**src/rtl/regfile_wb_arbiter_pkg.sv**
```systemverilog
// Shared constants and source index for the register-file writeback arbiter.
package rf_pkg;

  localparam int unsigned DATA_W = 64;
  localparam int unsigned ADDR_W = 5;
  localparam logic [ADDR_W-1:0] ZERO_REG = 5'd31;

  typedef enum logic {
    SRC_ALU = 1'b0,
    SRC_MEM = 1'b1
  } src_e;

endpackage

```
**src/rtl/regfile_wb_arbiter_if.sv**
```systemverilog
// Writeback request/response bundle between the ALU/memory stages and the arbiter.
interface regfile_wb_arbiter_if;
  import rf_pkg::*;

  logic              AluValid;
  logic [ADDR_W-1:0] AluRW;
  logic [DATA_W-1:0] AluData;
  logic              AluReady;
  logic              MemValid;
  logic [ADDR_W-1:0] MemRW;
  logic [DATA_W-1:0] MemData;
  logic              MemReady;
  logic [ADDR_W-1:0] RW;
  logic [DATA_W-1:0] BusW;
  logic              RegWr;
  logic              Busy;

  modport master (
    output AluValid, AluRW, AluData, MemValid, MemRW, MemData,
    input  AluReady, MemReady, RW, BusW, RegWr, Busy
  );

  modport slave (
    input  AluValid, AluRW, AluData, MemValid, MemRW, MemData,
    output AluReady, MemReady, RW, BusW, RegWr, Busy
  );

endinterface

```
**src/rtl/regfile_wb_arbiter_wb_slot.sv**
```systemverilog
// One-entry writeback holding buffer; requests to the hard-zero register are accepted but dropped.
module wb_slot
  import rf_pkg::*;
(
  input  logic              clk_i,
  input  logic              rst_i,
  input  logic              valid_i,
  input  logic [ADDR_W-1:0] rw_i,
  input  logic [DATA_W-1:0] data_i,
  input  logic              grant_i,
  output logic              ready_o,
  output logic              load_o,
  output logic              full_o,
  output logic [ADDR_W-1:0] rw_o,
  output logic [DATA_W-1:0] data_o
);

  logic              full_q, full_d;
  logic [ADDR_W-1:0] rw_q, rw_d;
  logic [DATA_W-1:0] data_q, data_d;
  logic              accept;

  // A granted entry leaves at this edge, so the slot can take a new one in the same cycle.
  assign ready_o = ~rst_i & (~full_q | grant_i);
  assign accept  = valid_i & ready_o;
  assign load_o  = accept & (rw_i != ZERO_REG);

  always_comb begin
    full_d = full_q;
    rw_d   = rw_q;
    data_d = data_q;
    if (grant_i) begin
      full_d = 1'b0;
    end
    if (load_o) begin
      full_d = 1'b1;
      rw_d   = rw_i;
      data_d = data_i;
    end
  end

  always_ff @(posedge clk_i) begin
    if (rst_i) begin
      full_q <= 1'b0;
      rw_q   <= '0;
      data_q <= '0;
    end else begin
      full_q <= full_d;
      rw_q   <= rw_d;
      data_q <= data_d;
    end
  end

  assign full_o = full_q;
  assign rw_o   = rw_q;
  assign data_o = data_q;

endmodule

```
**src/rtl/regfile_wb_arbiter.sv**
```systemverilog
// Oldest-first arbiter sharing the register-file write port between ALU and load writebacks.
// Define RF_WB_FWD_EN to add RA/RB bypass outputs from the registered write command.
module regfile_wb_arbiter
  import rf_pkg::*;
(
  input  logic              Clk,
  input  logic              Reset,
  regfile_wb_arbiter_if.slave bus
`ifdef RF_WB_FWD_EN
  ,
  input  logic [ADDR_W-1:0] RA,
  input  logic [ADDR_W-1:0] RB,
  output logic              FwdA,
  output logic              FwdB,
  output logic [DATA_W-1:0] FwdDataA,
  output logic [DATA_W-1:0] FwdDataB
`endif
);

  logic              alu_full, mem_full;
  logic              alu_load, mem_load;
  logic              alu_grant, mem_grant;
  logic [ADDR_W-1:0] alu_rw, mem_rw;
  logic [DATA_W-1:0] alu_data, mem_data;

  logic              gnt_valid;
  src_e              gnt_src;
  logic              mem_older_q, mem_older_d;
  logic              reg_wr_q, reg_wr_d;
  logic [ADDR_W-1:0] rw_q, rw_d;
  logic [DATA_W-1:0] busw_q, busw_d;

  wb_slot u_alu_slot (
    .clk_i   (Clk),
    .rst_i   (Reset),
    .valid_i (bus.AluValid),
    .rw_i    (bus.AluRW),
    .data_i  (bus.AluData),
    .grant_i (alu_grant),
    .ready_o (bus.AluReady),
    .load_o  (alu_load),
    .full_o  (alu_full),
    .rw_o    (alu_rw),
    .data_o  (alu_data)
  );

  wb_slot u_mem_slot (
    .clk_i   (Clk),
    .rst_i   (Reset),
    .valid_i (bus.MemValid),
    .rw_i    (bus.MemRW),
    .data_i  (bus.MemData),
    .grant_i (mem_grant),
    .ready_o (bus.MemReady),
    .load_o  (mem_load),
    .full_o  (mem_full),
    .rw_o    (mem_rw),
    .data_o  (mem_data)
  );

  always_comb begin
    gnt_valid = 1'b0;
    gnt_src   = SRC_ALU;
    unique case ({mem_full, alu_full})
      2'b01: begin
        gnt_valid = 1'b1;
        gnt_src   = SRC_ALU;
      end
      2'b10: begin
        gnt_valid = 1'b1;
        gnt_src   = SRC_MEM;
      end
      2'b11: begin
        gnt_valid = 1'b1;
        gnt_src   = mem_older_q ? SRC_MEM : SRC_ALU;
      end
      default: ;
    endcase
  end

  assign alu_grant = gnt_valid & (gnt_src == SRC_ALU);
  assign mem_grant = gnt_valid & (gnt_src == SRC_MEM);

  // A fresh ALU entry is always younger than Mem, including a same-edge load of both.
  always_comb begin
    mem_older_d = mem_older_q;
    if (alu_load) begin
      mem_older_d = 1'b1;
    end else if (mem_load) begin
      mem_older_d = 1'b0;
    end
  end

  always_comb begin
    reg_wr_d = gnt_valid;
    rw_d     = rw_q;
    busw_d   = busw_q;
    if (mem_grant) begin
      rw_d   = mem_rw;
      busw_d = mem_data;
    end else if (alu_grant) begin
      rw_d   = alu_rw;
      busw_d = alu_data;
    end
  end

  always_ff @(posedge Clk) begin
    if (Reset) begin
      mem_older_q <= 1'b0;
      reg_wr_q    <= 1'b0;
      rw_q        <= '0;
      busw_q      <= '0;
    end else begin
      mem_older_q <= mem_older_d;
      reg_wr_q    <= reg_wr_d;
      rw_q        <= rw_d;
      busw_q      <= busw_d;
    end
  end

  assign bus.RegWr = reg_wr_q;
  assign bus.RW    = rw_q;
  assign bus.BusW  = busw_q;
  assign bus.Busy  = alu_full | mem_full;

`ifdef RF_WB_FWD_EN
  // Covers reads issued before the falling-edge write reaches the register file.
  assign FwdA     = reg_wr_q & (rw_q == RA) & (RA != ZERO_REG);
  assign FwdB     = reg_wr_q & (rw_q == RB) & (RB != ZERO_REG);
  assign FwdDataA = FwdA ? busw_q : '0;
  assign FwdDataB = FwdB ? busw_q : '0;
`endif

endmodule

```
**src/flat_wrapper.sv**
```systemverilog
// flat-port wrapper written by rule: the top's interface ports become plain ports
module regfile_wb_arbiter_flat import rf_pkg::*;
  (Clk, Reset, bus_AluValid, bus_AluRW, bus_AluData, bus_MemValid, bus_MemRW, bus_MemData, bus_AluReady, bus_MemReady, bus_RW, bus_BusW, bus_RegWr, bus_Busy);
  regfile_wb_arbiter_if bus_i ();
  input  logic Clk;
  input  logic Reset;
  input wire logic [$bits(bus_i.AluValid)-1:0] bus_AluValid;
  input wire logic [$bits(bus_i.AluRW)-1:0] bus_AluRW;
  input wire logic [$bits(bus_i.AluData)-1:0] bus_AluData;
  input wire logic [$bits(bus_i.MemValid)-1:0] bus_MemValid;
  input wire logic [$bits(bus_i.MemRW)-1:0] bus_MemRW;
  input wire logic [$bits(bus_i.MemData)-1:0] bus_MemData;
  output wire logic [$bits(bus_i.AluReady)-1:0] bus_AluReady;
  output wire logic [$bits(bus_i.MemReady)-1:0] bus_MemReady;
  output wire logic [$bits(bus_i.RW)-1:0] bus_RW;
  output wire logic [$bits(bus_i.BusW)-1:0] bus_BusW;
  output wire logic [$bits(bus_i.RegWr)-1:0] bus_RegWr;
  output wire logic [$bits(bus_i.Busy)-1:0] bus_Busy;
  assign bus_i.AluValid = bus_AluValid;
  assign bus_i.AluRW = bus_AluRW;
  assign bus_i.AluData = bus_AluData;
  assign bus_i.MemValid = bus_MemValid;
  assign bus_i.MemRW = bus_MemRW;
  assign bus_i.MemData = bus_MemData;
  assign bus_AluReady = bus_i.AluReady;
  assign bus_MemReady = bus_i.MemReady;
  assign bus_RW = bus_i.RW;
  assign bus_BusW = bus_i.BusW;
  assign bus_RegWr = bus_i.RegWr;
  assign bus_Busy = bus_i.Busy;
  regfile_wb_arbiter u_core (.Clk(Clk), .Reset(Reset), .bus(bus_i));
endmodule
```
**config.mk**
```make
export PLATFORM = sky130hd
export DESIGN_NAME = regfile_wb_arbiter_flat
export DESIGN_NICKNAME = d
export VERILOG_FILES = /design/src/rtl/regfile_wb_arbiter_pkg.sv /design/src/rtl/regfile_wb_arbiter_if.sv /design/src/rtl/regfile_wb_arbiter_wb_slot.sv /design/src/rtl/regfile_wb_arbiter.sv /design/src/flat_wrapper.sv
export SDC_FILE = /design/constraint.sdc
export NUM_CORES = 1
export LEC_CHECK = 0
export BUFFER_PORTS_ARGS = -buffer_cell sky130_fd_sc_hd__buf_4
export CAP_MARGIN = 20
export CORE_ASPECT_RATIO = 1.4
export CORE_MARGIN = 4
export CORE_UTILIZATION = 47
export CTS_CLUSTER_SIZE = 16
export DETAILED_ROUTE_END_ITERATION = 10
export PLACE_DENSITY_LB_ADDON = 0.15
export SYNTH_ARGS = -nofsm -noshare
export SYNTH_HDL_FRONTEND = slang
export SYNTH_HIERARCHICAL = 1
export SYNTH_SLANG_ARGS = --single-unit
```
**constraint.sdc**
```tcl
create_clock -name Clk -period 1.62 [get_ports Clk]
set_clock_uncertainty 0.15 [all_clocks]
set_input_delay 0.243 -clock Clk [delete_from_list [all_inputs] [get_ports Clk]]
set_output_delay 0.243 -clock Clk [all_outputs]
set_load 0.03 [all_outputs]
```
==> out/qor.yml <==
power:
  pwr_density_cell_nw_per_um2: 923.1
  power.clock.fraction: 0.394
  switching_power_mw: 3.393
  switching_share: 0.2608
  p_int_mw: 9.616
  vdd_ir_max_uv: 689.0
  post_layout_total_power_mw: 13.01
  comb_power_share: 0.179
  p_leak_nw: 5.534
  relative_contribution_of_sequential_cells_to_total_power: 0.427
critical_path:
  crit_path_max_fanout: 13
  critical_path_endpoint_category: "register"
  regToRegSetupSlack_ps: -250
  worst-endpoint-arrival_ps: 2160
  cp.required_ps: 1910
  startpoint_type: "register"
  r2r_start: "u_core/u_mem_slot/full_o$_SDFFE_PP0P_"
  critPathKind: "register to register"
  endpoint_of_the_most_critical_register_to_register_path: "u_core/bus.RW[0]$_SDFFE_PP0P_"
  worstRegToRegCells: 8
min_path:
  hp-class: "input port to register"
  hold_depth: 3
  hold_wc_startpoint: "Reset"
  timing.hold.worst_endpoint: "u_core/u_alu_slot/full_o$_SDFFE_PP0P_"
yosys:
  async_reset_ff_frac: 0
  synth_cell_types: 28
  syn-instance-count: 891
  synth-seq-cells: 211
  synth-seq-area-share: 0.5171
  synth-compound-area-share: 0.2613
  synthesis.yosys.warnings: 6
  synth_fa_ha_area_frac: 0
  post_synth_mux_area_share: 0
  syn_area_um2: 8169
  synthesis.area_per_instance_um2: 9.168
  mappedNetlistNets: 1033
  synth_enable_flop_cells: 0
  synth_xor_area_frac: 0
  largest_family_of_logic_cells_by_synthesized_area: "compound AO/OA/AOI/OAI gates"
  synth_simple_gate_area_frac: 0.1545
  primary_flip_flop_cell_chosen_by_synthesis_mapping: "dfxtp_1"
global_routing:
  wire_length_of_the_first_global_routing_pass_um: 49120
  number_of_antenna_violations_at_the_first_check_in_global_routing: 3
  first_global_vias: 9124
  grt_usage: 0.3122
  pin_count_of_the_biggest_net_entering_global_routing: 54
  globalRouteOverflowTotal: 0
final_layout:
  multi_input_gate_area_um2: 4300
  finish.net_count: 1401
  register_area_um2: 4233
  share_of_post_route_cells_with_drive_strength_above_1: 0.4321
  areaGrowthSynthToFinish_pct: 72.52
  nFillCells: 875
outcome:
  violations_in_the_final_reports: "negative setup slack"
  run_status: "complete, but fails checks"
floorplanning:
  core.rowCount: 56
  die_height_um: 164.0
  initial_core_util: 0.4838
  die_area_um2: 19580
  core_region_area_um2: 16890
  io_pins: 215
  die_width_um: 119.4
sta:
  fmax_mhz: 534.3
  timing_worst_slew_pin_value_ps: 666.2
  final-hold-violation-count: 0
  timing.slew.headroom: 0.5559
  final_min_period_over_clock_period: 1.155
  total_count_of_max_transition_violations_in_the_final_report: 0
  setup_violations: 213
  setup_slack_ps: -251.6
  rsz0062_at_grt: "yes"
  finalSetupTns_ps: -28120
  period_minus_slack_ps: 1872
route:
  drt_pre_antenna_iters: 6
  total_length_of_routed_met2_wires_um: 18340
  detail_route.wirelength.met1_um: 12840
  detail_route.vias_per_cell: 6.182
  finalWirelength_um: 36600
  met3RoutedLength_um: 3281
  final_antenna_net_count: 0
  routed_wirelength_normalized_by_instance_count_um: 24.25
  initialDrtViolationCount: 1043
  top_layer: "met4"
  drc: 0
  routed-via-count: 9328
cts:
  clock_path_buffers: 3
  total_number_of_h_tree_levels: 1
  clock_sinks: 211
  worstSkewPairLatency_ps: 500
  clock-root-buffer: "clkbuf_16"
  tritoncts: "done"
  numCtsBuffers: 20
  path_clk_slew_ps: 70
placement:
  port_buffers: 214
  gp_congestion: 0.7816
  dpl.hpwl_um: 15860
run:
  maxCapViolCount: 0
cells by family (layout without fill, tap and decap cells):
| family | Yosys count | after routing |
|---|---|---|
| other cells | 0 | 4 |
| buf+inv | 103 | 484 |
| compound gates | 351 | 351 |
| simple gates | 226 | 227 |
| flops | 211 | 211 |
layout by cell type (no fill, tap or decap), types with 2 or more instances in the layout:
cell type	netlist	final
nor2b_2	0	2
dlygate4sd3_1	0	138
a221o_1	69	69
and2_1	23	11
o21ai_0	116	36
and2_0	46	12
a21oi_2	0	37
o221a_1	2	2
clkinv_2	0	5
buf_12	0	32
buf_8	4	4
diode_2	0	4
clkbuf_16	0	31
clkbuf_1	46	3
o21a_1	2	2
a21oi_1	140	102
inv_2	4	5
o21ai_2	0	52
and3_2	0	2
o21ai_1	20	41
dfxtp_4	0	2
nor2_1	3	2
buf_6	8	21
buf_4	3	228
and3_4	2	4
nand3_1	138	97
dfxtp_1	211	208
nand2b_4	0	2
a211oi_4	0	2
and2_4	0	46
bufinv_16	0	4
buf_16	0	9
nand3_2	2	32
nand3_4	0	12
o21ai_4	0	7
nor2_4	2	2
routing by layer:
| layer | GRT usage | up-vias |
|---|---|---|
| li1 | - | 4014 |
| met1 | 0.3743 | 4484 |
| met5 | 0 | - |
| met2 | 0.5349 | 654 |
| met3 | 0.05546 | 176 |
| met4 | 0.1641 | 0 |
worst max path at each step:
stage / startpoint / endpoint / slack (ps) / depth (start not counted)
2_1_floorplan: u_core/mem_older_q$_SDFFE_PP0P_ / u_core/mem_older_q$_SDFFE_PP0P_ / 3 / 9
3_3_place_gp: u_core/mem_older_q$_SDFFE_PP0P_ / u_core/u_mem_slot/data_o[7]$_SDFFE_PP0P_ / -30 / 7
3_5_place_dp: u_core/mem_older_q$_SDFFE_PP0P_ / u_core/u_mem_slot/data_o[21]$_SDFFE_PP0P_ / -120 / 7
4_1_cts: u_core/u_alu_slot/full_o$_SDFFE_PP0P_ / bus_AluReady / -200 / 5
5_1_grt: u_core/u_mem_slot/full_o$_SDFFE_PP0P_ / u_core/bus.BusW[34]$_SDFFE_PP0P_ / -290 / 8
6_report: u_core/u_mem_slot/full_o$_SDFFE_PP0P_ / u_core/bus.RW[0]$_SDFFE_PP0P_ / -250 / 8
power by group through the flow:
stage          clock, mW  combinational, mW  sequential, mW
3_3_place_gp           0               1.29            5.63
2_1_floorplan          0              0.584            5.69
4_1_cts             5.13               1.97            5.52
6_report            5.12               2.33            5.56
5_1_grt             5.36               2.41            5.57
3_5_place_dp           0               1.30            5.63
state kept, by name, indices dropped and copies added, names as in the netlist, 5 cells and up:
register,flops
u_core/u_alu_slot/rw_o,5
u_core/u_mem_slot/rw_o,5
u_core/u_mem_slot/data_o,64
u_core/u_alu_slot/data_o,64
u_core/bus.BusW,64
u_core/bus.RW,5
cell type report:
cell class              count  share of cell area
well taps                 232             0.02060
multi-input cells         578              0.3051
diodes                      4           0.0007102
clock buffers              24             0.03809
repair buffers            442              0.3213
clock inverters            12             0.01207
flip-flops and latches    211              0.3003
inverters                   6            0.001776
timing repair:
| item | CTS | global route |
|---|---|---|
| pin swaps | 90 | 90 |
| setup endpoints to repair | 106 | 213 |
| hold buffers | 138 | 0 |
| cloned | 18 | 14 |
| resized for setup | 156 | 235 |
| setup buffers | 21 | 11 |
| endpoints found under the hold margin | 138 | 0 |
cells in the mapped netlist, types with 8 or more instances:
master,number,area [um^2]
a221o_1,69,690.7
buf_2,34,170.2
o21ai_1,20,100.1
and2_0,46,287.8
clkbuf_1,46,172.7
a21oi_1,140,700.7
dfxtp_1,211,4224
o21ai_0,116,580.6
nand3_1,138,690.7
and2_1,23,143.9
buf_6,8,90.09
worst max-delay path: stages (launching register included):
cell	delay, ps
dfxtp_4	370
buf_6	120
buf_6	120
buf_6	120
nor3_4	260
buf_4	200
clkbuf_16	180
and2_0	160
a221o_1	120
through the flow:
stage	hold slack, ps	area, um^2	utilization	std cells	worst slack [ps]
finish	69.49	14090	0.8346	1509	-251.6
global route	101.2	14090	0.8345	1508	-292.9
CTS	26.96	13310	0.7882	1491	-198.9
floorplan	162.1	8172	-	891	2.572
detailed placement	309.2	10080	0.5972	1279	-116.0
global placement	302.8	10080	0.5972	1279	-28.88
Note: power is estimated with default switching activity, not from simulation.
